$ cat config.mk
export PLATFORM = sky130hd
export DESIGN_NAME = demod_uart_streamer
export DESIGN_NICKNAME = d
export VERILOG_FILES = /design/src/rtl/demod_uart_streamer_pkg.sv /design/src/rtl/demod_uart_streamer_uart_byte_hs.sv /design/src/rtl/demod_uart_streamer.sv
export SDC_FILE = /design/constraint.sdc
export NUM_CORES = 1
export LEC_CHECK = 0
export ABC_AREA = 1
export CORE_MARGIN = 10
export CORE_UTILIZATION = 35
export CTS_BUF_LIST = sky130_fd_sc_hd__clkbuf_8
export DETAILED_ROUTE_END_ITERATION = 10
export GPL_ROUTABILITY_DRIVEN = 0
export PLACE_DENSITY = 0.6
export SLEW_MARGIN = 30
export SYNTH_ARGS = -nofsm -noshare
export SYNTH_HDL_FRONTEND = slang
export SYNTH_SLANG_ARGS = --single-unit
export TNS_END_PERCENT = 10
$ cat constraint.sdc
create_clock -name i_clk -period 3.7 [get_ports i_clk]
set_clock_uncertainty 0.1 [all_clocks]
set_input_delay 0.37 -clock i_clk [delete_from_list [all_inputs] [get_ports i_clk]]
set_output_delay 0.37 -clock i_clk [all_outputs]
set_load 0.03 [all_outputs]
$ cat src/rtl/demod_uart_streamer_pkg.sv
// demod_uart_streamer_pkg: shared command words, header nibble and FSM encodings for the demod streamer
package demod_uart_streamer_pkg;
  localparam logic [7:0] DEF_BASE_CMD = 8'h06;
  localparam logic [7:0] DEF_SCAN_CMD = 8'h0F;
  localparam logic [3:0] HDR_NIB      = 4'hA;
  localparam logic [2:0] ST_IDLE = 3'd0;
  localparam logic [2:0] ST_ARM  = 3'd1;
  localparam logic [2:0] ST_WAIT = 3'd2;
  localparam logic [2:0] ST_SEND = 3'd3;
  localparam logic [2:0] ST_NEXT = 3'd4;
  localparam logic [2:0] ST_DONE = 3'd5;
  localparam logic [1:0] HS_IDLE = 2'd0;
  localparam logic [1:0] HS_WAIT = 2'd1;
  localparam logic [1:0] HS_LOCK = 2'd2;
  localparam logic [1:0] HS_GAP  = 2'd3;
  function automatic logic [7:0] hdr_byte(input logic [3:0] ch);
    return {HDR_NIB, ch};
  endfunction
endpackage

$ cat src/rtl/demod_uart_streamer_uart_byte_hs.sv
// demod_uart_streamer_uart_byte_hs: per-byte load / wait-for-UART / lock strobe / guard-gap handshake
module demod_uart_streamer_uart_byte_hs
  import demod_uart_streamer_pkg::*;
(
  input  logic       i_clk,
  input  logic       i_rst_n,
  input  logic       i_abort,
  input  logic       i_go,
  input  logic [7:0] i_byte,
  input  logic       i_uart_avl,
  output logic [7:0] o_uart_send,
  output logic       o_uart_dat_lock,
  output logic       o_byte_done
);
  logic [1:0] r_state;
  assign o_uart_dat_lock = r_state == HS_LOCK;
  assign o_byte_done     = r_state == HS_GAP;
  // the gap cycle after the lock lets the UART drop UARTAvl before the next byte is offered
  always_ff @(posedge i_clk or negedge i_rst_n) begin
    if (!i_rst_n) begin
      r_state     <= HS_IDLE;
      o_uart_send <= 8'd0;
    end else if (i_abort) begin
      r_state     <= HS_IDLE;
      o_uart_send <= 8'd0;
    end else if (i_go) begin
      r_state     <= HS_WAIT;
      o_uart_send <= i_byte;
    end else begin
      r_state <= (r_state == HS_WAIT && i_uart_avl) ? HS_LOCK :
                 (r_state == HS_LOCK)               ? HS_GAP  :
                 (r_state == HS_GAP)                ? HS_IDLE : r_state;
    end
  end
endmodule

$ cat src/rtl/demod_uart_streamer.sv
// demod_uart_streamer: requests demod results per command and streams them MSB-first to the UART
module demod_uart_streamer
  import demod_uart_streamer_pkg::*;
#(
  parameter int         NUM_CH   = 2,
  parameter int         RES_W    = 32,
  parameter logic [7:0] BASE_CMD = DEF_BASE_CMD,
  parameter logic [7:0] SCAN_CMD = DEF_SCAN_CMD,
  parameter bit         HDR_EN   = 1'b1,
  parameter int         TIMEOUT  = 1000000
) (
  input  logic                    i_clk,
  input  logic                    i_rst_n,
  input  logic [7:0]              i_sys_state,
  input  logic                    i_enable,
  input  logic [7:0]              i_sample_cnt,
  output logic                    o_done,
  output logic                    o_busy,
  output logic                    o_err,
  output logic [NUM_CH-1:0]       o_demod_en,
  input  logic [NUM_CH-1:0]       i_demod_ready,
  input  logic [NUM_CH*RES_W-1:0] i_demod_result,
  input  logic                    i_uart_avl,
  output logic [7:0]              o_uart_send,
  output logic                    o_uart_dat_lock
);
  localparam int         NBYTES  = RES_W / 8;
  localparam int         TW      = $clog2(TIMEOUT + 1);
  localparam int         BW      = $clog2(NBYTES + 1);
  localparam logic [3:0] LAST_CH = 4'(NUM_CH - 1);
  logic [2:0]        r_state;
  logic              r_scan;
  logic [3:0]        r_ch;
  logic [3:0]        r_ch0;
  logic [7:0]        r_samples;
  logic [RES_W-1:0]  r_shreg;
  logic [BW-1:0]     r_bytes;
  logic [TW-1:0]     r_tmo;
  logic              r_err;
  logic [7:0]        w_off;
  logic              w_scan_cmd;
  logic              w_match;
  logic [NUM_CH-1:0] w_onehot;
  logic [RES_W-1:0]  w_res;
  logic              w_ready;
  logic              w_got;
  logic              w_more;
  logic              w_go;
  logic [7:0]        w_byte;
  logic              w_byte_done;
  assign w_off      = i_sys_state - BASE_CMD;
  assign w_scan_cmd = i_sys_state == SCAN_CMD;
  assign w_match    = w_scan_cmd || (w_off < 8'(NUM_CH));
  always_comb begin
    w_onehot = '0;
    w_res    = '0;
    for (int i = 0; i < NUM_CH; i++) begin
      w_onehot[i] = r_ch == 4'(i);
      if (r_ch == 4'(i)) w_res = i_demod_result[i*RES_W +: RES_W];
    end
  end
  assign w_ready = |(i_demod_ready & w_onehot);
  assign w_got   = r_state == ST_WAIT && w_ready;
  assign w_more  = r_state == ST_SEND && w_byte_done && r_bytes != '0;
  assign w_go    = i_enable && (w_got || w_more);
  assign w_byte  = !w_got ? r_shreg[RES_W-1 -: 8] : HDR_EN ? hdr_byte(r_ch) : w_res[RES_W-1 -: 8];
  assign o_demod_en = (r_state == ST_WAIT) ? w_onehot : '0;
  assign o_done     = r_state == ST_DONE;
  assign o_busy     = r_state != ST_IDLE && r_state != ST_DONE;
  assign o_err      = r_err;
  demod_uart_streamer_uart_byte_hs u_hs (
    .i_clk          (i_clk),
    .i_rst_n        (i_rst_n),
    .i_abort        (!i_enable),
    .i_go           (w_go),
    .i_byte         (w_byte),
    .i_uart_avl     (i_uart_avl),
    .o_uart_send    (o_uart_send),
    .o_uart_dat_lock(o_uart_dat_lock),
    .o_byte_done    (w_byte_done)
  );
  // the first byte leaves with the WAIT->SEND edge, so the shift register starts one byte ahead without a header
  always_ff @(posedge i_clk or negedge i_rst_n) begin
    if (!i_rst_n) begin
      r_state   <= ST_IDLE;
      r_scan    <= 1'b0;
      r_ch      <= 4'd0;
      r_ch0     <= 4'd0;
      r_samples <= 8'd0;
      r_shreg   <= '0;
      r_bytes   <= '0;
      r_tmo     <= '0;
      r_err     <= 1'b0;
    end else if (!i_enable) begin
      r_state <= ST_IDLE;
    end else begin
      case (r_state)
        ST_IDLE: if (w_match) begin
          r_state   <= ST_ARM;
          r_scan    <= w_scan_cmd;
          r_ch      <= w_scan_cmd ? 4'd0 : w_off[3:0];
          r_ch0     <= w_scan_cmd ? 4'd0 : w_off[3:0];
          r_samples <= (i_sample_cnt == 8'd0) ? 8'd1 : i_sample_cnt;
          r_err     <= 1'b0;
        end
        ST_ARM: begin
          r_tmo   <= '0;
          r_state <= ST_WAIT;
        end
        ST_WAIT: if (w_ready) begin
          r_shreg <= HDR_EN ? w_res : w_res << 8;
          r_bytes <= HDR_EN ? BW'(NBYTES) : BW'(NBYTES - 1);
          r_state <= ST_SEND;
        end else if (r_tmo == TW'(TIMEOUT - 1)) begin
          r_err   <= 1'b1;
          r_state <= ST_DONE;
        end else begin
          r_tmo <= r_tmo + 1'b1;
        end
        ST_SEND: if (w_byte_done) begin
          if (r_bytes != '0) begin
            r_shreg <= r_shreg << 8;
            r_bytes <= r_bytes - 1'b1;
          end else begin
            r_state <= ST_NEXT;
          end
        end
        ST_NEXT: if (r_scan && r_ch != LAST_CH) begin
          r_ch    <= r_ch + 1'b1;
          r_state <= ST_ARM;
        end else if (r_samples > 8'd1) begin
          r_samples <= r_samples - 1'b1;
          r_ch      <= r_ch0;
          r_state   <= ST_ARM;
        end else begin
          r_state <= ST_DONE;
        end
        ST_DONE: r_state <= ST_DONE;
        default: r_state <= ST_IDLE;
      endcase
    end
  end
endmodule
== Yosys cells after proc, flatten, opt, wreduce, memory -nomap -nowiden ==
Cells that the tools add are included.

* Output and inout port bits: 14
* Word-level logic and storage cells: 119
* Register bits after elaboration: 86

* Magnitude comparators: 2
* Reduce and logical (&&, ||, !) cells: 26
* Bitwise gates (word level): 1
* Eq/ne operators: 29
* $add $sub $neg: 5
* Multiplexer cells: 45

{| class="wikitable"
|+ Operators with widths
! cell !! count
|-
| 32-bit 2-to-1 mux || 5
|-
| 32-bit one-hot mux with 2 select lines || 1
|-
| 8-bit 2-to-1 mux || 7
|-
| 20-bit 2-to-1 mux || 2
|-
| 20-bit one-hot mux with 2 select lines || 1
|-
| 3-bit 2-to-1 mux || 11
|-
| 20-bit by 1-bit adder with 20-bit output (second input constant) || 1
|-
| 20-bit equality test (second input constant) || 1
|-
| 3-bit one-hot mux with 6 select lines || 1
|-
| 4-bit 2-to-1 mux || 4
|-
| 8-bit one-hot mux with 2 select lines || 1
|-
| 3-bit inequality test (second input constant) || 5
|-
| 5-bit AND reduction || 3
|-
| 2-bit inequality test (second input constant) || 7
|-
| 2-bit 2-to-1 mux || 6
|-
| 4-bit AND reduction || 3
|-
| 8-bit by 4-bit equality test with 1-bit output (second input constant) || 1
|-
| 8-bit by 1-bit greater-than comparator with 1-bit output (second input constant) || 1
|-
| 8-bit logical NOT || 1
|-
| 8-bit by 2-bit < comparator with 1-bit output (second input constant) || 1
|-
| 4-bit one-hot mux with 2 select lines || 1
|-
| 2-bit nonzero test || 4
|-
| 8-bit by 1-bit subtractor with 8-bit output (second input constant) || 1
|-
| 8-bit by 3-bit subtractor with 8-bit output (second input constant) || 1
|-
| other kinds (23) || 38
|}

== Logic depth before layout (Yosys ltp) ==
Gate-level depths: netlist of run 1.

* Depth in word-level cells: 8
* Mapped depth: 14
* Depth with buffers taken out: 13

== Hierarchy ==
From an unflattened synthesis of run 1, not the netlist that was laid out.

* Cell total of the unflattened synthesis: 766
* Area total of the unflattened synthesis: 5395.2 µm²

{| class="wikitable"
|+ By module, submodules not included
! module !! area an instance (µm²) !! cells each !! instances
|-
| demod_uart_streamer || 4944.7 || 714 || 1
|-
| demod_uart_streamer_uart_byte_hs || 450.4 || 52 || 1
|}

== Worst setup path before layout of run 1 ==
OpenSTA, ideal clock, no wires.

* Path type: register -> output
* Start: reg r_state[0]
* End: out o_busy
* Stages on the path, launching flop included: 4
* Slack: 1587 ps
* Data required time: 3230 ps
* Arrival time: 1643 ps
* Path through: dfrtp_1 > inv_2 > nor3_1 > nor2_1

* Cells in the longest elaborated chain, start to end: 2
* Elaborated cells on any way between the ends: 3
* Classes of those cells: 1 x eq/ne; 2 x reduce/logical

{| class="wikitable"
|+ RTL lines
! element !! line !! source
|-
| start: declaration || demod_uart_streamer.sv:31 || <nowiki>logic [2:0] r_state;</nowiki>
|-
| start signal: assignment || demod_uart_streamer.sv:85 || <nowiki>r_state <= ST_IDLE;</nowiki>
|-
| start signal: assignment || demod_uart_streamer.sv:95 || <nowiki>r_state <= ST_IDLE;</nowiki>
|-
| start signal: assignment || demod_uart_streamer.sv:99 || <nowiki>r_state <= ST_ARM;</nowiki>
|-
| 3-bit inequality test / 3-bit nonzero test (equally long branches) || demod_uart_streamer.sv:69 || <nowiki>assign o_busy = r_state != ST_IDLE && r_state != ST_DONE;</nowiki>
|-
| 1-bit logical AND * || demod_uart_streamer.sv:69 ||
|-
| end: declaration || demod_uart_streamer.sv:18 || <nowiki>output logic o_busy,</nowiki>
|}

Mark *: on every way between the ends. The rest lies on a longest branch, timed or not.

== Worst setup path after layout of run 1 ==
* Start: reg r_state[2]
* End: out o_demod_en[1]

* Cells in the longest elaborated chain, start to end: 2

{| class="wikitable"
|+ RTL lines
! element !! line !! source
|-
| 3-bit by 2-bit equality test with 1-bit output || demod_uart_streamer.sv:67 || <nowiki>assign o_demod_en = (r_state == ST_WAIT) ? w_onehot : '0;</nowiki>
|-
| 2-bit 2-to-1 mux || demod_uart_streamer.sv:67 ||
|-
| end: declaration || demod_uart_streamer.sv:20 || <nowiki>output logic [NUM_CH-1:0] o_demod_en,</nowiki>
|}

Every way passes these cells.

==> results.py, run 1 <==
metrics = {
    "status": {
        "status": "completed",
    },
    "pwr": {
        "swShare_pct": 44.46,
        "internal_power_mw": 2.086,
        "powerDensity_mw_per_mm2": 569.4,
        "p_sw_mw": 1.670,
        "finalPower_mw": 3.757,
        "p_seq_share_pct": 41.3,
        "p_clk_share_pct": 15.9,
        "p_leak_nw": 3.053,
        "combinationalPowerShare_pct": 42.8,
        "peakVddDrop_uv": 267.4,
    },
    "final_layout": {
        "area_growth_pct": 24.07,
        "diodes": 0,
        "final_cell_mix": "nand2_1, nand3_1, clkdlybuf4s50_1",
        "fillers": 1519,
        "final_common_cell": "nand2_1",
        "drive_gt1_share_pct": 5.030,
        "layout.nets": 925,
        "post-route-cell-area_mm2": 0.006598,
        "multiInputGateArea_mm2": 0.002784,
        "seq_area_mm2": 0.002152,
    },
    "timing": {
        "worst_pin_slew_ps": 850.5,
        "slew_violations": 0,
        "min_period_ps": 3213,
        "holdWs_ps": 385.9,
        "fmax_mhz": 311.3,
        "finalSetupTns_ps": 0,
        "setup_viol": 0,
        "hold_violations": 0,
        "fin_ws_ps": 487.3,
        "rsz0062_at_grt": "no",
        "post-route-period-util_pct": 86.83,
        "slew_headroom_pct": 43.16,
    },
    "clock_network": {
        "cts_hold_buf": 1,
        "clk_latency_ps": 380,
        "cts_buffers": 9,
        "clockRootBuffer": "clkbuf_8",
        "cts_resized": 0,
        "clock_path_buffers": 2,
        "cts_sinks": 86,
        "cts_tree": "yes",
        "cts_setup_buffers": 0,
        "clkTransAtPathRegs_ps": 90,
        "h-tree-depth": 3,
    },
    "setup_path": {
        "critical_path_required_ps": 3230,
        "cp-end-kind": "output pin",
        "crit_path_start_kind": "register",
        "critPathArrivalTime_ps": 2740,
        "crit_fanout": 19,
        "r2r_setup_slack_ps": 880,
        "path_class": "reg -> out",
        "rr_worst_depth": 9,
    },
    "logic_synthesis": {
        "ys_seq_area_share_pct": 40.47,
        "syn-cell-area_mm2": 0.005318,
        "yosysUniqueCellTypes": 34,
        "yosysTopAreaCell": "dfrtp_1",
        "synth_flop_cell": "dfrtp_1",
        "async_reset_ff_share_pct": 100.0,
        "synth_cells": 745,
        "yosysTopAreaCellShare_pct": 40.47,
        "yosys_register_bits": 86,
        "yosysWarnings": 0,
        "syn_avg_cell_area_um2": 7.138,
        "syn_nets": 840,
        "synth_edf_count": 0,
        "synth_area_leaders": "dfrtp_1, nand2_1, nand3_1",
    },
    "floorplan": {
        "initial_utilization_pct": 36.18,
        "die_y_um": 143.3,
        "io_pins": 100,
        "dieArea_mm2": 0.02052,
        "rows": 44,
        "die_x_um": 143.3,
        "core_mm2": 0.01470,
    },
    "placement": {
        "dp_hpwl_mm": 11.00,
        "place_area_mm2": 0.006420,
        "io_buffers": 99,
        "post-place-ws_ps": 719.5,
    },
    "grt": {
        "grt_pass1_wl_mm": 25.20,
        "antenna_found_initial": 2,
        "grtUsageTotal_pct": 15.02,
        "grt_max_degree": 79,
        "grt_pass1_vias": 4998,
        "overflow": 0,
    },
    "job": {
        "drv_cap": 0,
    },
    "detailed_routing": {
        "dr.first_iter.drc_count": 345,
        "dr.pass1.iters": 5,
        "vias_per_cell": 4.966,
        "wl_mm": 14.93,
        "vias": 5060,
        "ant_nets": 0,
        "post-route-drc-count": 0,
        "routedWlPerCell_um": 14.65,
    },
    "worst_hold_path": {
        "hold_depth": 2,
        "worstHoldPathType": "reg -> reg",
    },
}
Yosys cell counts (6+ instances only):
master and number:
clkbuf_1 16, o21ai_0 37, nand2_1 211, ha_1 9, nor2_1 66, a21oi_1 15, dfrtp_1 86, inv_1 52
a22o_1 8, o211ai_1 23, xor2_1 10, buf_2 6, nand3_1 128, nor3_1 14, o21ai_1 15
layer usage:
metal / up-vias / wire length, um / part of all wire, % / GRT usage (%)
met4: 2 / 171 / 1.1 / 5.373
met5: - / 8 / 0.054 / 0
met1: 2303 / 7237 / 48 / 20.30
li1: 2650 / - / - / -
met2: 94 / 6608 / 44 / 22.64
met3: 11 / 900 / 6.0 / 3.881
state kept, by name (all words and copies together) (netlist names):
| name | count |
|---|---|
| o_err | 1 |
| r_bytes | 3 |
| r_ch | 4 |
| r_ch0 | 4 |
| r_samples | 8 |
| r_scan | 1 |
| r_shreg | 32 |
| r_state | 3 |
| r_tmo | 20 |
| u_hs.o_uart_send | 8 |
| u_hs.r_state | 2 |
worst paths after layout:
path	startpoint	to
max in group asynchronous	i_rst_n	r_shreg[4]$_DFFE_PN0P_
hold reg to reg	r_shreg[23]$_DFFE_PN0P_	r_shreg[23]$_DFFE_PN0P_
setup / recovery	r_state[2]$_DFFE_PN0P_	o_demod_en[1]
setup reg to reg	r_ch[3]$_DFFE_PN0P_	r_shreg[12]$_DFFE_PN0P_
min in group asynchronous	i_rst_n	r_tmo[16]$_DFFE_PN0P_
hold / removal	r_shreg[23]$_DFFE_PN0P_	r_shreg[23]$_DFFE_PN0P_
cells by family (layout without fill, tap and decap cells):
| group | after synthesis | after routing | share of synthesized area, % |
|---|---|---|---|
| simple gates | 440 | 440 | 35.86 |
| compound gates | 108 | 108 | 12.40 |
| buf+inv | 90 | 180 | 7.177 |
| flops | 86 | 86 | 40.47 |
| xor+xnor | 12 | 12 | 1.976 |
| fa+ha+maj | 9 | 9 | 2.118 |
worst max-delay path: stages, from the launching register on:
cell	delay, ps
dfrtp_1	470
inv_2	100
nand2_2	80
nor2_4	400
clkinv_1	430
nor2_1	190
clkdlybuf4s50_1	690
power by group through the flow:
stage / sequential (mW) / combinational [mW] / clock [mW]
floorplan: 1.50 / 1.18 / 0
global placement: 1.56 / 1.62 / 0
detailed placement: 1.57 / 1.62 / 0
CTS: 1.55 / 1.63 / 0.621
global route: 1.60 / 1.85 / 0.661
finish: 1.55 / 1.61 / 0.598
per-stage QoR:
| stage | std cells | utilization, % |
|---|---|---|
| 3_5_place_dp | 1002 | 43.68 |
| 4_1_cts | 1019 | 44.88 |
| 3_3_place_gp | 1002 | 43.65 |
| 2_1_floorplan | 745 | - |
| 6_report | 1019 | 44.88 |
| 5_1_grt | 1019 | 44.88 |
area by class of cell:
| type | instances | area share (%) |
|---|---|---|
| clock buffers | 9 | 1.877 |
| clock inverters | 7 | 0.6638 |
| inverters | 59 | 3.395 |
| multi-input cells | 569 | 42.20 |
| flip-flops and latches | 86 | 32.62 |
| well taps | 184 | 3.489 |
| repair buffers | 105 | 15.76 |
No activity file was read; power rests on OpenSTA's default activity.
==> run 2: changes to the inputs <==
--- a/config.mk
+++ b/config.mk
@@ -8,7 +8,7 @@
 export ABC_AREA = 1
 export CORE_MARGIN = 10
 export CORE_UTILIZATION = 35
-export CTS_BUF_LIST = sky130_fd_sc_hd__clkbuf_8
+export CTS_BUF_LIST = sky130_fd_sc_hd__clkbuf_2
 export DETAILED_ROUTE_END_ITERATION = 10
 export GPL_ROUTABILITY_DRIVEN = 0
 export PLACE_DENSITY = 0.6
==> run 2 against run 1 <==
Compared with the run above: via count up 1.4%; worst setup slack got worse by 190 ps; first-iteration DRC count up 14%; power is 4.6% lower; cell count about the same; clock power decreased by 28%; critical path depth unchanged; cell area down 1.1%; critical endpoint unchanged; largest cell class unchanged.
==> results.py, run 2 (same netlist as run 1, synthesis figures left out) <==
metrics = {
    "pwr": {
        "finalPower_mw": 3.586,
        "p_leak_nw": 3.023,
        "powerDensity_mw_per_mm2": 549.3,
        "internal_power_mw": 1.937,
        "peakVddDrop_uv": 273.7,
        "p_seq_share_pct": 43.2,
        "p_clk_share_pct": 12.0,
        "swShare_pct": 45.97,
        "p_sw_mw": 1.648,
        "combinationalPowerShare_pct": 44.9,
    },
    "floorplan": {
        "die_y_um": 143.3,
        "io_pins": 100,
        "core_mm2": 0.01470,
        "dieArea_mm2": 0.02052,
        "rows": 44,
        "initial_utilization_pct": 36.18,
        "die_x_um": 143.3,
    },
    "grt": {
        "grt_max_degree": 79,
        "grtUsageTotal_pct": 14.95,
        "grt_pass1_wl_mm": 25.13,
        "antenna_found_initial": 3,
        "grt_pass1_vias": 4992,
        "overflow": 0,
    },
    "timing": {
        "post-route-period-util_pct": 91.88,
        "fmax_mhz": 294.2,
        "rsz0062_at_grt": "no",
        "finalSetupTns_ps": 0,
        "worst_pin_slew_ps": 868.0,
        "slew_violations": 0,
        "min_period_ps": 3399,
        "setup_viol": 0,
        "hold_violations": 0,
        "slew_headroom_pct": 41.99,
    },
    "job": {
        "drv_cap": 0,
    },
    "status": {
        "status": "completed",
    },
    "setup_path": {
        "r2r_start": "r_ch[3]$_DFFE_PN0P_",
        "crit_fanout": 19,
        "critical_path_required_ps": 3230,
        "rr_worst_depth": 9,
        "crit_cells": 6,
        "crit_family": "buffers and inverters",
        "path_class": "reg -> out",
        "critPathArrivalTime_ps": 2930,
        "cp-endpoint": "o_demod_en[1]",
        "slowest_stage": "clkdlybuf4s50_1",
        "slowest_delay_ps": 690,
        "r2r_setup_slack_ps": 800,
        "crit_path_start_kind": "register",
        "critPathLaunch": "r_state[2]$_DFFE_PN0P_",
        "r2r-end": "r_shreg[12]$_DFFE_PN0P_",
        "worstPathCellList": "inv_2, nand2_2, nor2_4, clkinvlp_4, nor2_1, clkdlybuf4s50_1",
        "cp.buffers_inverters": 3,
        "cp-end-kind": "output pin",
    },
    "clock_network": {
        "cts_buffers": 9,
        "clock_path_buffers": 2,
        "cts_sinks": 86,
        "h-tree-depth": 3,
        "clockRootBuffer": "clkbuf_2",
        "clk_latency_ps": 590,
        "clkTransAtPathRegs_ps": 250,
        "cts_tree": "yes",
    },
    "detailed_routing": {
        "dr.pass1.iters": 5,
        "post-route-drc-count": 0,
        "wl_mm": 14.89,
        "dr.first_iter.drc_count": 393,
        "routedWlPerCell_um": 14.59,
        "ant_nets": 0,
        "vias": 5131,
        "vias_per_cell": 5.030,
    },
    "worst_hold_path": {
        "worstHoldPathType": "in -> async",
    },
    "final_layout": {
        "final_common_cell": "nand2_1",
        "top_regs": "r_shreg: 32 flops, r_tmo: 20 flops",
        "layout.nets": 925,
        "fillers": 1527,
        "largest_register_ffs": 32,
        "regMostFlops": "r_shreg",
        "drive_gt1_share_pct": 5.389,
        "final_cell_mix": "nand2_1, nand3_1, clkdlybuf4s50_1",
        "post-route-cell-area_mm2": 0.006528,
        "area_growth_pct": 22.75,
    },
    "placement": {
        "io_buffers": 99,
        "place_area_mm2": 0.006420,
        "dp_hpwl_mm": 11.00,
    },
}
[run 2: cell count changes in the layout (fill, tap and decap cells not counted), sizes merged]
cell / change
clkinv: -1
diode: +1
inv: -2
clkinvlp: +1
clkbuf: +2
[run 2: worst min path at each step]
stage	from	endpoint	slack (ps)	depth (start not counted)
after detailed placement	i_rst_n	r_tmo[0]$_DFFE_PN0P_	360	1
after CTS	i_rst_n	r_samples[4]$_DFFE_PN0P_	230	2
after global routing	i_rst_n	r_tmo[19]$_DFFE_PN0P_	270	2
after floorplan	i_rst_n	o_err$_DFFE_PN0P_	-30	0
after global placement	r_shreg[19]$_DFFE_PN0P_	r_shreg[19]$_DFFE_PN0P_	360	2
final	i_rst_n	r_tmo[19]$_DFFE_PN0P_	240	2
[run 2: worst reg2reg max path: stages, from the launching register on]
cell and delay, ps:
dfrtp_1 480, nor2_4 400, nand2_2 160, o21ai_2 260, nand2_2 140, nor2_4 300, nor2_4 230, inv_2 490
o211ai_1 190, nand2_1 90
[run 2: power by group through the flow]
stage / clock network (mW) / registers (mW) / logic (mW)
2_1_floorplan: 0 / 1.50 / 1.18
3_3_place_gp: 0 / 1.56 / 1.62
3_5_place_dp: 0 / 1.57 / 1.62
4_1_cts: 0.456 / 1.55 / 1.63
5_1_grt: 0.496 / 1.60 / 1.86
6_report: 0.430 / 1.55 / 1.61
[run 2: final cells by class]
| cell class | instances | area, um2 | area share (%) |
|---|---|---|---|
| Tap cell | 184 | 230.2 | 3.527 |
| Antenna cell | 1 | 2.502 | 0.03834 |
| Inverter | 59 | 227.7 | 3.489 |
| Clock inverter | 5 | 36.28 | 0.5559 |
| Multi-Input combinational cell | 569 | 2784 | 42.65 |
| Sequential cell | 86 | 2152 | 32.97 |
| Clock buffer | 11 | 55.05 | 0.8434 |
| Timing Repair Buffer | 105 | 1040 | 15.93 |
[run 2: metrics by stage]
stage / hold WS (ps) / utilization [%] / std cells / setup slack (ps)
floorplan: -25.59 / - / 745 / 1587
global placement: 364.9 / 43.65 / 1002 / 766.7
detailed placement: 360.8 / 43.68 / 1002 / 719.5
CTS: 231.6 / 44.37 / 1019 / 139.6
global route: 275.0 / 44.41 / 1020 / 15.28
finish: 244.6 / 44.41 / 1020 / 300.5
[run 2: layer usage]
metal  global-route usage (%)  vias up  part of all wire (%)
met5                        0        -                 0.054
met4                    5.051        2                   1.5
met3                    3.881       18                   5.2
met2                    22.42       99                    44
met1                    20.40     2357                    49
li1                         -     2655                     -
[run 2: timing repair]
| item | CTS | global route |
|---|---|---|
| setup buffers | 0 | 0 |
| hold buffers | 1 | 0 |
| resized for setup | 0 | 1 |
| hold endpoints to repair | 77 | 0 |
| endpoints found under the setup margin | 0 | 2 |
==> run 3: changes to the inputs <==
--- a/config.mk
+++ b/config.mk
@@ -6,6 +6,7 @@
 export NUM_CORES = 1
 export LEC_CHECK = 0
 export ABC_AREA = 1
+export CAP_MARGIN = 10
 export CORE_MARGIN = 10
 export CORE_UTILIZATION = 35
 export CTS_BUF_LIST = sky130_fd_sc_hd__clkbuf_2
==> results of run 3 <==
Final layout, timing and power as in run 2 (identical DEF).
